### src/rtl/uart_tx_fifo.sv
// rtl/uart_tx_fifo.sv - Buffered 8N1 UART transmitter with an internal byte FIFO.
// Optional even-parity bit after the data byte when UART_TX_PARITY_EN is defined.
module uart_tx_fifo #(
    parameter int BAUD_RATE  = 9600,
    parameter int CLOCK_FREQ = 27000000,
    parameter int FIFO_AW    = 3
) (
    input  logic               sys_clk,
    input  logic               sys_rst_n,
    input  logic               wr_valid,
    input  logic [7:0]         wr_data,
    output logic               wr_ready,
    input  logic               clr_overflow,
    output logic               tx,
    output logic               busy,
    output logic [FIFO_AW:0]   fifo_count,
    output logic               overflow
);

    localparam int              DEPTH    = 1 << FIFO_AW;
    localparam logic [31:0]     DIV_M1   = 32'(CLOCK_FREQ / BAUD_RATE - 1);
    localparam logic [FIFO_AW:0] FULL_CNT = (FIFO_AW + 1)'(DEPTH);

    typedef enum logic [2:0] {
        S_IDLE,
        S_START,
        S_DATA,
`ifdef UART_TX_PARITY_EN
        S_PARITY,
`endif
        S_STOP
    } state_t;

    logic [7:0]         mem_q [DEPTH];
    logic [FIFO_AW-1:0] wr_ptr_q;
    logic [FIFO_AW-1:0] rd_ptr_q;
    logic [FIFO_AW:0]   count_q;
    logic               overflow_q;

    state_t             state_q, state_d;
    logic [31:0]        baud_q, baud_d;
    logic [2:0]         bit_idx_q, bit_idx_d;
    logic [7:0]         shift_q, shift_d;
    logic               tx_q, tx_d;

    logic full, empty, accept, pop, bit_done;

    assign full     = (count_q == FULL_CNT);
    assign empty    = (count_q == '0);
    assign accept   = wr_valid && !full;
    assign bit_done = (baud_q == DIV_M1);

    assign wr_ready   = !full;
    assign tx         = tx_q;
    assign busy       = (state_q != S_IDLE) || !empty;
    assign fifo_count = count_q;
    assign overflow   = overflow_q;

    // Storage needs no reset: the pointers and count define what is valid.
    always_ff @(posedge sys_clk) begin
        if (accept) begin
            mem_q[wr_ptr_q] <= wr_data;
        end
    end

    always_ff @(posedge sys_clk or negedge sys_rst_n) begin
        if (!sys_rst_n) begin
            wr_ptr_q   <= '0;
            rd_ptr_q   <= '0;
            count_q    <= '0;
            overflow_q <= 1'b0;
        end else begin
            if (accept) begin
                wr_ptr_q <= wr_ptr_q + 1'b1;
            end
            if (pop) begin
                rd_ptr_q <= rd_ptr_q + 1'b1;
            end
            case ({accept, pop})
                2'b10:   count_q <= count_q + 1'b1;
                2'b01:   count_q <= count_q - 1'b1;
                default: count_q <= count_q;
            endcase
            // A fresh overflow event takes priority over a clear request.
            if (wr_valid && full) begin
                overflow_q <= 1'b1;
            end else if (clr_overflow) begin
                overflow_q <= 1'b0;
            end
        end
    end

    always_ff @(posedge sys_clk or negedge sys_rst_n) begin
        if (!sys_rst_n) begin
            state_q   <= S_IDLE;
            baud_q    <= '0;
            bit_idx_q <= '0;
            shift_q   <= '0;
            tx_q      <= 1'b1;
        end else begin
            state_q   <= state_d;
            baud_q    <= baud_d;
            bit_idx_q <= bit_idx_d;
            shift_q   <= shift_d;
            tx_q      <= tx_d;
        end
    end

    always_comb begin
        state_d   = state_q;
        baud_d    = baud_q;
        bit_idx_d = bit_idx_q;
        shift_d   = shift_q;
        tx_d      = tx_q;
        pop       = 1'b0;

        // Every bit period restarts the counter at zero on entry.
        if (state_q != S_IDLE) begin
            baud_d = bit_done ? '0 : baud_q + 32'd1;
        end

        case (state_q)
            S_IDLE: begin
                tx_d = 1'b1;
                if (!empty) begin
                    pop     = 1'b1;
                    shift_d = mem_q[rd_ptr_q];
                    tx_d    = 1'b0;
                    baud_d  = '0;
                    state_d = S_START;
                end
            end
            S_START: begin
                if (bit_done) begin
                    bit_idx_d = '0;
                    tx_d      = shift_q[0];
                    state_d   = S_DATA;
                end
            end
            S_DATA: begin
                if (bit_done) begin
                    if (bit_idx_q == 3'd7) begin
`ifdef UART_TX_PARITY_EN
                        tx_d    = ^shift_q;
                        state_d = S_PARITY;
`else
                        tx_d    = 1'b1;
                        state_d = S_STOP;
`endif
                    end else begin
                        bit_idx_d = bit_idx_q + 3'd1;
                        tx_d      = shift_q[bit_idx_q + 3'd1];
                    end
                end
            end
`ifdef UART_TX_PARITY_EN
            S_PARITY: begin
                if (bit_done) begin
                    tx_d    = 1'b1;
                    state_d = S_STOP;
                end
            end
`endif
            S_STOP: begin
                if (bit_done) begin
                    // Chain straight into the next start bit when data is waiting.
                    if (!empty) begin
                        pop     = 1'b1;
                        shift_d = mem_q[rd_ptr_q];
                        tx_d    = 1'b0;
                        state_d = S_START;
                    end else begin
                        state_d = S_IDLE;
                    end
                end
            end
            default: begin
                tx_d    = 1'b1;
                state_d = S_IDLE;
            end
        endcase
    end

endmodule

### config.mk
export PLATFORM = sky130hd
export DESIGN_NAME = uart_tx_fifo
export DESIGN_NICKNAME = d
export VERILOG_FILES = /design/src/rtl/uart_tx_fifo.sv
export SDC_FILE = /design/constraint.sdc
export NUM_CORES = 1
export LEC_CHECK = 0
export ABC_AREA = 0
export CAP_MARGIN = 20
export CORE_ASPECT_RATIO = 1.1
export CORE_UTILIZATION = 30
export CTS_CLUSTER_SIZE = 28
export DETAILED_ROUTE_END_ITERATION = 6
export SLEW_MARGIN = 20
export SYNTH_ARGS = -nofsm -noshare
export SYNTH_HDL_FRONTEND = slang
export SYNTH_SLANG_ARGS = --single-unit
### constraint.sdc
create_clock -name sys_clk -period 8.35 [get_ports sys_clk]
set_input_delay 2.505 -clock sys_clk [delete_from_list [all_inputs] [get_ports sys_clk]]
set_output_delay 2.505 -clock sys_clk [all_outputs]
set_load 0.005 [all_outputs]
==> flow_metrics.py, run 1 <==
metrics = {
    "route": {
        "routedWlPerCell_um": 15.9,
        "viasPerCell": 4.97,
        "drc": 0,
        "wirelength_um": 11200,
        "drtIter0Drc": 138,
        "vias": 3522,
        "drt_first_pass_iters": 4,
        "drtAntennaViolNets": 0,
    },
    "global_route": {
        "grt_max_degree": 58,
        "grt-ovfl-total": 0,
        "antenna_found_initial": 0,
        "grt_use_total_pct": 12.6,
        "grt_pass1_wl_um": 18500,
        "grt_pass1_vias": 3663,
    },
    "synthesis": {
        "syn-instance-count": 431,
        "synth_edf_count": 64,
        "syn_nets": 455,
        "synth_top_family_by_area": "multiplexers",
        "synth.area.top_cells": "edfxtp_1 (34%), dfrtp_1 (25%), mux4_2 (6.8%)",
        "synth_xor_area_share_pct": 2.17,
        "synth_compound_area_share_pct": 9.71,
        "yosys.area_share.simple_pct": 11.5,
        "synth_cell_types": 55,
        "avgSynthCellArea_um2": 13.1,
        "ys_dominant_reg_cell": "edfxtp_1",
        "synth_warnings": 0,
        "synth_seq_cells": 121,
        "synth_top_area_share_pct": 34.0,
        "synthMuxAreaShare_pct": 11.9,
        "synth_async_sr_flop_share_pct": 47.1,
        "netlist_area_um2": 5660,
        "synth_fa_ha_area_share_pct": 2.65,
        "synth_top_area_cell": "edfxtp_1",
        "synth-seq-area-share_pct": 59.2,
    },
    "clocking": {
        "cts_resized": 0,
        "clk-insertion-delay-late_ns": 0.43,
        "h-tree-depth": 4,
        "cts_buffers": 17,
        "root_buffer": "clkbuf_16",
        "clock_sinks": 121,
        "cts_tree": "done",
        "clockBufferDepth": 2,
        "clk_pin_slew_worst_paths_ns": 0.06,
        "holdBufCountCts": 0,
        "cts_setup_buffers": 0,
    },
    "setup_path": {
        "timing.rr.end": "fifo_count[2]",
        "setup.reg_to_reg.worst_slack_ns": 5.21,
        "worstReg2RegStart": "baud_q[8]",
        "reg2reg_depth": 11,
        "cp-end-kind": "output port",
        "arrival_ns": 3.40,
        "critPathKind": "reg2out",
        "crit_required_ns": 5.85,
        "slowest_stage": "and2_0",
        "critPathLaunchType": "flip-flop",
        "crit_fanout": 21,
        "critPathMaxStageDelay_ns": 0.80,
        "crit_path_cell_trace": "nor4_4 -> and2_0 -> inv_1 -> clkdlybuf4s50_1",
    },
    "floorplanning": {
        "die_area_um2": 19400,
        "die_y_um": 146,
        "io_pins": 20,
        "start_util_pct": 30.7,
        "rows": 52,
        "coreArea_um2": 18400,
        "die_x_um": 133,
    },
    "finish": {
        "num-nets-final": 476,
        "drive_gt1_share_pct": 19.1,
        "final_cell_mix": "edfxtp_1 (64), dfrtp_1 (55), nand2_1 (31), a31oi_1 (24), mux2_2 (24)",
        "stdcell_count": 708,
        "areaGrowthSynthToFinish_pct": 17.8,
        "final_common_cell": "edfxtp_1",
        "diodes": 0,
    },
    "place": {
        "dp_cells": 676,
        "hpwl_um": 7470,
        "globalplace.congestion": 0.782,
        "io_buffers": 19,
    },
    "sta": {
        "finalHoldViolations": 0,
        "report.final.slew_viol_count": 0,
        "slew-limit-headroom_pct": 29.8,
        "finClkSkew_ns": 0.0102,
        "max_slew.worst_pin.slew_ns": 1.04,
        "setup_viol": 0,
        "min_period_over_period_pct": 70.8,
        "tns_ns": 0,
        "max_freq_mhz": 169,
        "rsz0062_at_grt": "no",
        "period_needed_ns": 5.91,
    },
    "min_path": {
        "hp-start": "shift_q[4]",
        "hold_class": "reg2reg",
        "hold_end": "shift_q[4]",
        "worstHoldPathCells": 1,
    },
    "run_status": {
        "status": "completed",
    },
    "pwr": {
        "p_leak_nw": 2.50,
        "peakVddDrop_mv": 0.197,
        "p_per_area_nw_per_um2": 336,
    },
    "run": {
        "drv_cap": 0,
    },
}
==> cells by family (layout without fill, tap and decap cells) <==
kind of cell             after synthesis  count (layout)
AND/OR/NAND/NOR                      117             117
flip-flops                           121             121
buffers and inverters                 36              70
multiplexers                          43              43
XOR/XNOR                              14              14
adder cells (fa/ha/maj)               12              12
AO/OA/AOI/OAI                         88              88
==> state kept, by name, summed over array words and instances (netlist names) <==
register / cells
baud_q: 32
bit_idx_q: 3
fifo_count: 4
mem_q: 64
overflow: 1
rd_ptr_q: 3
shift_q: 8
state_q: 2
tx: 1
wr_ptr_q: 3
==> power by group <==
group	total (mW)	leakage (nW)	internal [mW]	switching (mW)
combinational	0.624	0.885	0.337	0.287
sequential	0.886	1.32	0.753	0.133
clock	0.731	0.291	0.444	0.287
total	2.24	2.50	1.53	0.707
==> cell type report <==
class | count | area [um^2]
well taps | 243 | 304
fillers | 1742 | 11700
multi-input cells | 274 | 2160
clock inverters | 15 | 164
clock buffers | 17 | 425
flip-flops and latches | 121 | 3350
repair buffers | 21 | 200
inverters | 17 | 63.8
==> Yosys cell counts, types with 12 or more instances <==
cell      instances
edfxtp_1         64
nor2_1           18
nand3_1          16
ha_1             12
inv_1            17
mux2_2           24
a31oi_1          24
dfrtp_1          56
a21oi_1          15
nand2_1          31
mux4_2           17
o21ai_0          23
==> worst max-delay path by stage <==
stage                     slack (ns)   end           from
after floorplan                 4.25  busy  fifo_count[1]
after global placement          2.98  busy  fifo_count[1]
after detailed placement        2.84  busy  fifo_count[1]
after CTS                       2.39  busy  fifo_count[1]
after global routing            2.24  busy  fifo_count[1]
final                           2.44  busy  fifo_count[1]
==> stage by stage <==
| stage | area, um^2 | utilization (%) | setup WS, ns | total power, mW | hold WS (ns) |
|---|---|---|---|---|---|
| final | 6670 | 36.2 | 2.44 | 2.24 | 0.503 |
| after global routing | 6670 | 36.2 | 2.24 | 2.37 | 0.522 |
| after CTS | 6660 | 36.2 | 2.39 | 2.26 | 0.505 |
| after detailed placement | 6070 | 33.0 | 2.84 | 1.53 | 0.491 |
| after global placement | 6070 | 33.0 | 2.98 | 1.50 | 0.483 |
| after floorplan | 5660 | - | 4.25 | 1.36 | 0.474 |
==> worst max-delay path, delay by kind of cell, from the launching register on <==
| family | cells | cell delay [ns] |
|---|---|---|
| DFF | 1 | 0.48 |
| buffers and inverters | 2 | 1.20 |
| and+or+nand+nor | 2 | 1.29 |
==> per-layer routing <==
layer,track usage (%),up-vias,share of wire [%]
met5,0,-,0
met4,5.92,0,1.9
met3,3.51,19,3.3
met2,22.0,52,52
met1,14.2,1755,43
li1,-,1696,-
No activity file was read; power rests on OpenSTA's default activity.
==> run 2: changes to the inputs <==
clock period = 5.5 ns   (was 8.35 ns; I/O delays follow)
==> run 2 against run 1 <==
Net effect: die area stayed put; final cell count unchanged; utilization rose by 0.24 points; critical endpoint unchanged; largest power group unchanged.
==> flow_metrics.py, run 2 (same netlist as run 1, synthesis figures left out) <==
metrics = {
    "run_status": {
        "status": "completed",
    },
    "route": {
        "wirelength_um": 11900,
        "drc": 0,
        "routedWlPerCell_um": 16.8,
        "viasPerCell": 5.12,
        "drtAntennaViolNets": 0,
        "vias": 3622,
        "drtIter0Drc": 198,
        "drt_first_pass_iters": 4,
    },
    "pwr": {
        "total_power_mw": 3.48,
        "p_leak_nw": 2.51,
        "peakVddDrop_mv": 0.277,
        "p_per_area_nw_per_um2": 519,
    },
    "min_path": {
        "hold_class": "reg2reg",
    },
    "sta": {
        "fin_ws_ns": 1.32,
        "min_period_over_period_pct": 76.0,
        "max_freq_mhz": 239,
        "period_needed_ns": 4.18,
        "slew-limit-headroom_pct": 29.6,
        "finalHoldViolations": 0,
        "max_slew.worst_pin.slew_ns": 1.05,
        "report.final.slew_viol_count": 0,
        "setup_viol": 0,
        "finClkSkew_ns": 0.0126,
        "whs_ns": 0.501,
        "tns_ns": 0,
        "rsz0062_at_grt": "no",
    },
    "floorplanning": {
        "coreArea_um2": 18400,
        "rows": 52,
        "start_util_pct": 30.7,
        "die_y_um": 146,
        "die_x_um": 133,
        "io_pins": 20,
        "die_area_um2": 19400,
    },
    "setup_path": {
        "crit_fanout": 21,
        "crit_required_ns": 3.85,
        "crit_path_cell_trace": "inv_1 -> ha_1 -> and2_0 -> inv_1 -> clkdlybuf4s50_1",
        "arrival_ns": 2.53,
        "critPathLaunchType": "flip-flop",
        "cp-end-kind": "output port",
        "critPathKind": "reg2out",
        "slowest_stage": "clkdlybuf4s50_1",
        "critPathMaxStageDelay_ns": 0.64,
        "worst_path_most_repeated_cell": "inv_1",
    },
    "place": {
        "io_buffers": 19,
        "placed_cell_area_um2": 6070,
        "pre_cts_ws_ns": 1.58,
        "dp_cells": 677,
        "hpwl_um": 8080,
        "globalplace.congestion": 0.793,
    },
    "finish": {
        "diodes": 0,
        "largest_reg_flops": 64,
        "num-nets-final": 477,
        "final_cell_mix": "edfxtp_1 (64), dfrtp_1 (55), nand2_1 (31), a31oi_1 (24), mux2_2 (24)",
        "stdcell_count": 708,
        "fin_area_um2": 6710,
        "final_common_cell": "edfxtp_1",
        "fin_util_pct": 36.5,
        "areaGrowthSynthToFinish_pct": 18.6,
        "reg.largest.list": "mem_q (64), baud_q (32), shift_q (8)",
        "drive_gt1_share_pct": 19.1,
        "nFillCells": 1715,
        "regMostFlops": "mem_q",
    },
    "clocking": {
        "cts_resized": 0,
        "clk-insertion-delay-late_ns": 0.42,
        "holdBufCountCts": 0,
        "clk_pin_slew_worst_paths_ns": 0.06,
        "h-tree-depth": 4,
        "cts_setup_buffers": 0,
        "root_buffer": "clkbuf_16",
        "cts_buffers": 17,
        "clockBufferDepth": 2,
        "clock_sinks": 121,
        "cts_tree": "done",
    },
    "global_route": {
        "grt_use_total_pct": 13.3,
        "antenna_found_initial": 0,
        "grt_max_degree": 42,
        "grt-ovfl-total": 0,
        "grt_pass1_vias": 3741,
        "grt_pass1_wl_um": 19900,
    },
    "run": {
        "drv_cap": 0,
    },
}
## run 2: final timing paths
path                                  from             to  slack [ns]  depth (start not counted)
worst max-delay path            state_q[0]           busy        1.32                          5
worst min-delay path            shift_q[5]     shift_q[5]        0.50                          1
worst max register to register  baud_q[22]  fifo_count[2]        2.28                         11
worst min register to register  shift_q[5]     shift_q[5]        0.50                          1
max in group asynchronous        sys_rst_n    rd_ptr_q[0]        3.43                          2
min in group asynchronous        sys_rst_n      baud_q[9]        1.14                          1
## run 2: critical path, delay by kind of cell, from the launching register on
kind | cells | cell delay (ns)
AND/OR/NAND/NOR | 1 | 0.17
buffers and inverters | 3 | 1.27
flip-flops | 1 | 0.40
adder cells (fa/ha/maj) | 1 | 0.26
## run 2: routing by layer
layer / wire [um] / global-route usage (%) / vias to the layer above
li1: - / - / 1691
met4: 143 / 4.48 / 0
met3: 413 / 4.31 / 14
met1: 5290 / 16.1 / 1854
met2: 6070 / 22.3 / 63
met5: 0 / 0 / -
## run 2: area by class of cell
| type | instances | area, um^2 | area share, % |
|---|---|---|---|
| clock buffers | 17 | 425 | 6.34 |
| inverters | 17 | 63.8 | 0.951 |
| flip-flops and latches | 121 | 3350 | 49.9 |
| clock inverters | 14 | 195 | 2.91 |
| repair buffers | 22 | 208 | 3.09 |
| multi-input cells | 274 | 2170 | 32.3 |
| well taps | 243 | 304 | 4.53 |
## run 2: report_power, final
group	leakage (nW)	switching, mW	internal (mW)
clock network	0.294	0.420	0.758
logic	0.892	0.444	0.512
registers	1.32	0.207	1.14
total	2.51	1.07	2.41
==> RTL change 1: new RTL, config.mk and constraints of run 1 <==
Reset style: synchronous (`sys_rst_n`), changed in 2 clocked blocks.
--- a/src/rtl/uart_tx_fifo.sv
+++ b/src/rtl/uart_tx_fifo.sv
@@ -64,5 +64,5 @@
     end
 
-    always_ff @(posedge sys_clk or negedge sys_rst_n) begin
+    always_ff @(posedge sys_clk) begin
         if (!sys_rst_n) begin
             wr_ptr_q   <= '0;
@@ -91,5 +91,5 @@
     end
 
-    always_ff @(posedge sys_clk or negedge sys_rst_n) begin
+    always_ff @(posedge sys_clk) begin
         if (!sys_rst_n) begin
             state_q   <= S_IDLE;
Check against the original RTL: differs if sys_rst_n is asserted again (counterexample within 4 cycles, from zero or initial values and one cycle with sys_rst_n low); with sys_rst_n held inactive, the same outputs for 10 cycles.
==> RTL change 1 against run 1 <==
Synthesized area up 1.1%. Register-to-register slack worse by 110 ps. Routed wire length up 9.0%. Combinational power down 12%. Final cell count up 7.3%. Clock power up 1%. Setup slack better by 1300 ps. Total power down 8.0%. Sequential cell count up 3. Synthesized cell count up 13%. Cell area up 1.7%.
==> RTL change 1: results (changes against run 1) <==
status completed; worst r2r src baud_q[0]$_SDFF_PN0_; crit path kind input pin to flop; largest net degree at the start of global routing 39 (-33%); Final #Nets 528 (+11%); top cells by area, synth edfxtp_1, dfxtp_1, mux4_2; Flop pwr share 0.377 (-0.018); reg2reg setup slack 5100 ps (-110 ps); critical path fanouts, max 6 (-71%); Worst Path Arrival 4960 ps (+1560 ps); first-pass GRT wire length 20.4 mm (+10%); DRT met1 WL 5.52 mm (+14%); Seq/Total Area, Yosys 0.546 (-0.0458); Comb pwr share 0.265 (-0.013); hpwl dp 7.88 mm (+5.6%); clock transition at the registers of the reported paths 60 ps (about the same); number of DRC markers in iteration 0 173 (+25%); Hold Path Cell Cnt 2 (+1); Fill cells 1807 (+3.7%); Final min period 4610 ps (-1300 ps); RePlAce Congestion 0.771 (-1.4%); Port Buffers 19 (unchanged); Critical R2R Capture fifo_count[2]$_SDFFE_PN0P_; r2r worst-path depth 12 (+1); Setup crit start wr_valid; Sw Share 0.332 (+0.0168); dpl ws 3260 ps (+417 ps); skew final 6.24 ps (-3.93 ps); gr usage total 0.136 (+0.00961); layout cells sized above 1 0.155 (-0.0367); WHS 481 ps (-21.8 ps); ys async rst share 0 (-0.471); met3 Usage GRT 0.0345 (-0.000563); Synthesized Nets 510 (+12%); WL per Instance 16.1 µm (+1.6%); worst vdd ir 175 µV (-11%); leakage power 2.16 nW (-13%); met3 WL 465 µm (+25%); DR WL met2 6.00 mm (+2.9%); vias in the first global route 4057 (+11%); relative slew slack 0.349 (+0.0505); vias per inst 5.26 (+5.7%); met1 global-route usage 0.162 (+0.0203)
==> RTL change 1: changes by cell type in the layout (fill, tap and decap cells not counted), moves of 8 or more <==
cell | run 1 | this run
mux2i_1 | 1 | 17
or3_1 | 1 | 9
a311oi_1 | 0 | 8
a31oi_1 | 24 | 13
mux2_2 | 24 | 2
nand3_1 | 16 | 27
dfxtp_1 | 0 | 59
a21oi_1 | 15 | 34
dfrtp_1 | 55 | 0
o21ai_0 | 23 | 15
==> RTL change 1: metrics by stage <==
step | power (mW) | std cells | cell area (µm²)
after floorplan | 1.17 | 486 | 5720
after global placement | 1.31 | 728 | 6170
after detailed placement | 1.34 | 728 | 6180
after CTS | 2.08 | 760 | 6780
after global routing | 2.18 | 760 | 6780
final | 2.06 | 760 | 6780
==> RTL change 1: worst max-delay path, stage by stage <==
cell and delay, ps:
clkdlybuf4s50_1 470, nor2b_1 390, inv_1 230, ha_1 320, xor2_1 170, ha_1 190
a21oi_1 140, xor2_1 100, or3_1 310, a21oi_1 140
==> RTL change 1: cells by family (layout without fill, tap and decap cells) <==
logic type | count (synthesis) | after routing | share of synthesized area
compound gates | 97 | 97 | 0.113
fa+ha+maj | 12 | 12 | 0.0263
buf+inv | 40 | 71 | 0.0278
flops | 124 | 124 | 0.546
simple gates | 169 | 169 | 0.172
mux | 37 | 37 | 0.105
xor+xnor | 7 | 7 | 0.0107
==> RTL change 1: layout make-up <==
type / instances / area [µm²] / share of cell area
Clock inverter: 15 / 169 / 0.0249
Multi-Input combinational cell: 322 / 2470 / 0.365
Sequential cell: 124 / 3120 / 0.461
Tap cell: 243 / 304 / 0.0449
Clock buffer: 17 / 425 / 0.0628
Inverter: 15 / 56.3 / 0.00831
Timing Repair Buffer: 24 / 228 / 0.0336
==> RTL change 2: new RTL, settings of run 1 <==
Made on the original files. `FIFO_AW`: 3 -> 5.
--- a/src/rtl/uart_tx_fifo.sv
+++ b/src/rtl/uart_tx_fifo.sv
@@ -4,5 +4,5 @@
     parameter int BAUD_RATE  = 9600,
     parameter int CLOCK_FREQ = 27000000,
-    parameter int FIFO_AW    = 3
+    parameter int FIFO_AW    = 5
 ) (
     input  logic               sys_clk,
Ports: changed (resized fifo_count); port bits go from 20 to 22. No check against the original RTL was run, so the function may have changed too.
==> RTL change 2 against run 1 <==
Sequential cell count up 198. Worst hold slack better by 2.6 ps. Cell area up 130%. Synthesized area up 140%. Total power up 65%. Die area up 140%. Setup slack better by 490 ps. Global-route usage about the same. Clock skew up 17 ps. Routed wire length rose to 2.6 times the old value.
==> RTL change 2: results (changes against run 1) <==
Worst Hold Endpoint shift_q[6]$_DFFE_PN0P_; layout cells sized above 1 0.162 (-0.0298); CP max stage delay 620 ps (-180 ps); Port Buffers 21 (+2); WHS 506 ps (+2.65 ps); cell-internal power 2.83 mW (+85%); Fill cells 4194 (+140%); Post-synth top cells edfxtp_1, dfrtp_1, mux4_2; area post-placement 14300 µm² (+140%); ys async rst share 0.197 (-0.274); Final #Nets 890 (+87%); CTS buffer count 34 (+17); Layout Cells excl Fill 1466 (+110%); Pre-Repair DR Iteration Count 6 (+2); vias per inst 5.03 (+1.1%); met3 WL 1.98 mm (+430%); number of DRC markers in iteration 0 683 (+390%); top cells by area, synth edfxtp_1, dfrtp_1, mux4_2; maximum clock path buffer count 3 (+1); Critical R2R Capture fifo_count[5]$_DFFE_PN0P_; reg2reg setup slack 4650 ps (-560 ps); Clock Latency Late Sink 520 ps (+90 ps); RePlAce Congestion 0.778 (-0.52%); first-pass GRT wire length 44.2 mm (+140%); Mean Syn Cell Area 16.1 µm² (+23%); biggest regs mem_q: 256 flops, baud_q: 32 flops, shift_q: 8 flops; Seq/Total Area, Yosys 0.688 (+0.0966); EDFF count, synth 256 (+300%); Synthesized Nets 865 (+90%); worst vdd ir 132 µV (-33%); status completed; DR WL met2 13.3 mm (+130%); critical path fanouts, max 20 (-4.8%); gr usage total 0.126 (+0.000443); met1 global-route usage 0.179 (+0.0369); met3 Usage GRT 0.0289 (-0.00612); leakage power 5.15 nW (+110%); dpl ws 3270 ps (+433 ps); H-tree Lvls 2 (-2); grt ovf 0 (unchanged); worst r2r src baud_q[21]$_DFF_PN0_; routed wire length 28.7 mm (+160%); CP max-delay cell or4_1; largest net degree at the start of global routing 64 (+10%); Cell Count Post-Placement 1405 (+110%); skew final 27.2 ps (+17.1 ps); vias in the first global route 7289 (+99%); GR met2 Demand/Resource 0.195 (-0.0248); Worst Path Arrival 2920 ps (-480 ps); hold path startpoint shift_q[6]$_DFFE_PN0P_; synth unique cells 56 (+1.8%); DRT met1 WL 12.8 mm (+170%); Worst-Margin Slew 856 ps (-189 ps); hpwl dp 17.8 mm (+140%); multi-input logic area 3940 µm² (+82%)
==> RTL change 2: how the worst max path moves through the flow <==
stage / startpoint / endpoint / slack [ps] / cells past startpoint
4_1_cts: state_q[0]$_DFFE_PN0P_ / busy / 2870 / 7
3_5_place_dp: wr_valid / fifo_count[5]$_DFFE_PN0P_ / 3270 / 10
6_report: fifo_count[1]$_DFFE_PN0P_ / busy / 2930 / 5
3_3_place_gp: wr_valid / fifo_count[5]$_DFFE_PN0P_ / 3300 / 10
2_1_floorplan: wr_valid / fifo_count[5]$_DFFE_PN0P_ / 3920 / 10
5_1_grt: state_q[0]$_DFFE_PN0P_ / busy / 2710 / 7
==> RTL change 2: worst max-delay path: cells and delay by family (launching register included) <==
kind,cells,cell delay (ps)
simple gates,2,790
buf+inv,3,1210
flops,1,420
==> RTL change 2: cell families after synthesis <==
| kind of cell | synth area share |
|---|---|
| compound gates | 0.0696 |
| flops | 0.688 |
| fa+ha+maj | 0.0173 |
| simple gates | 0.0675 |
| mux | 0.126 |
| xor+xnor | 0.0117 |
| buf+inv | 0.0197 |
==> RTL change 2: area by class of cell <==
| class | count | area share |
|---|---|---|
| Sequential cell | 319 | 0.600 |
| Multi-Input combinational cell | 450 | 0.255 |
| Clock buffer | 45 | 0.0591 |
| Tap cell | 581 | 0.0471 |
| Timing Repair Buffer | 33 | 0.0188 |
| Clock inverter | 16 | 0.0139 |
| Inverter | 22 | 0.00535 |
==> RTL change 2: power by group through the flow <==
stage	logic, mW	registers, mW	clock network [mW]
after floorplan	0.179	1.88	0
after global placement	0.292	1.92	0
after detailed placement	0.295	1.92	0
after CTS	0.295	1.89	1.54
after global routing	0.326	1.89	1.61
final	0.291	1.89	1.52
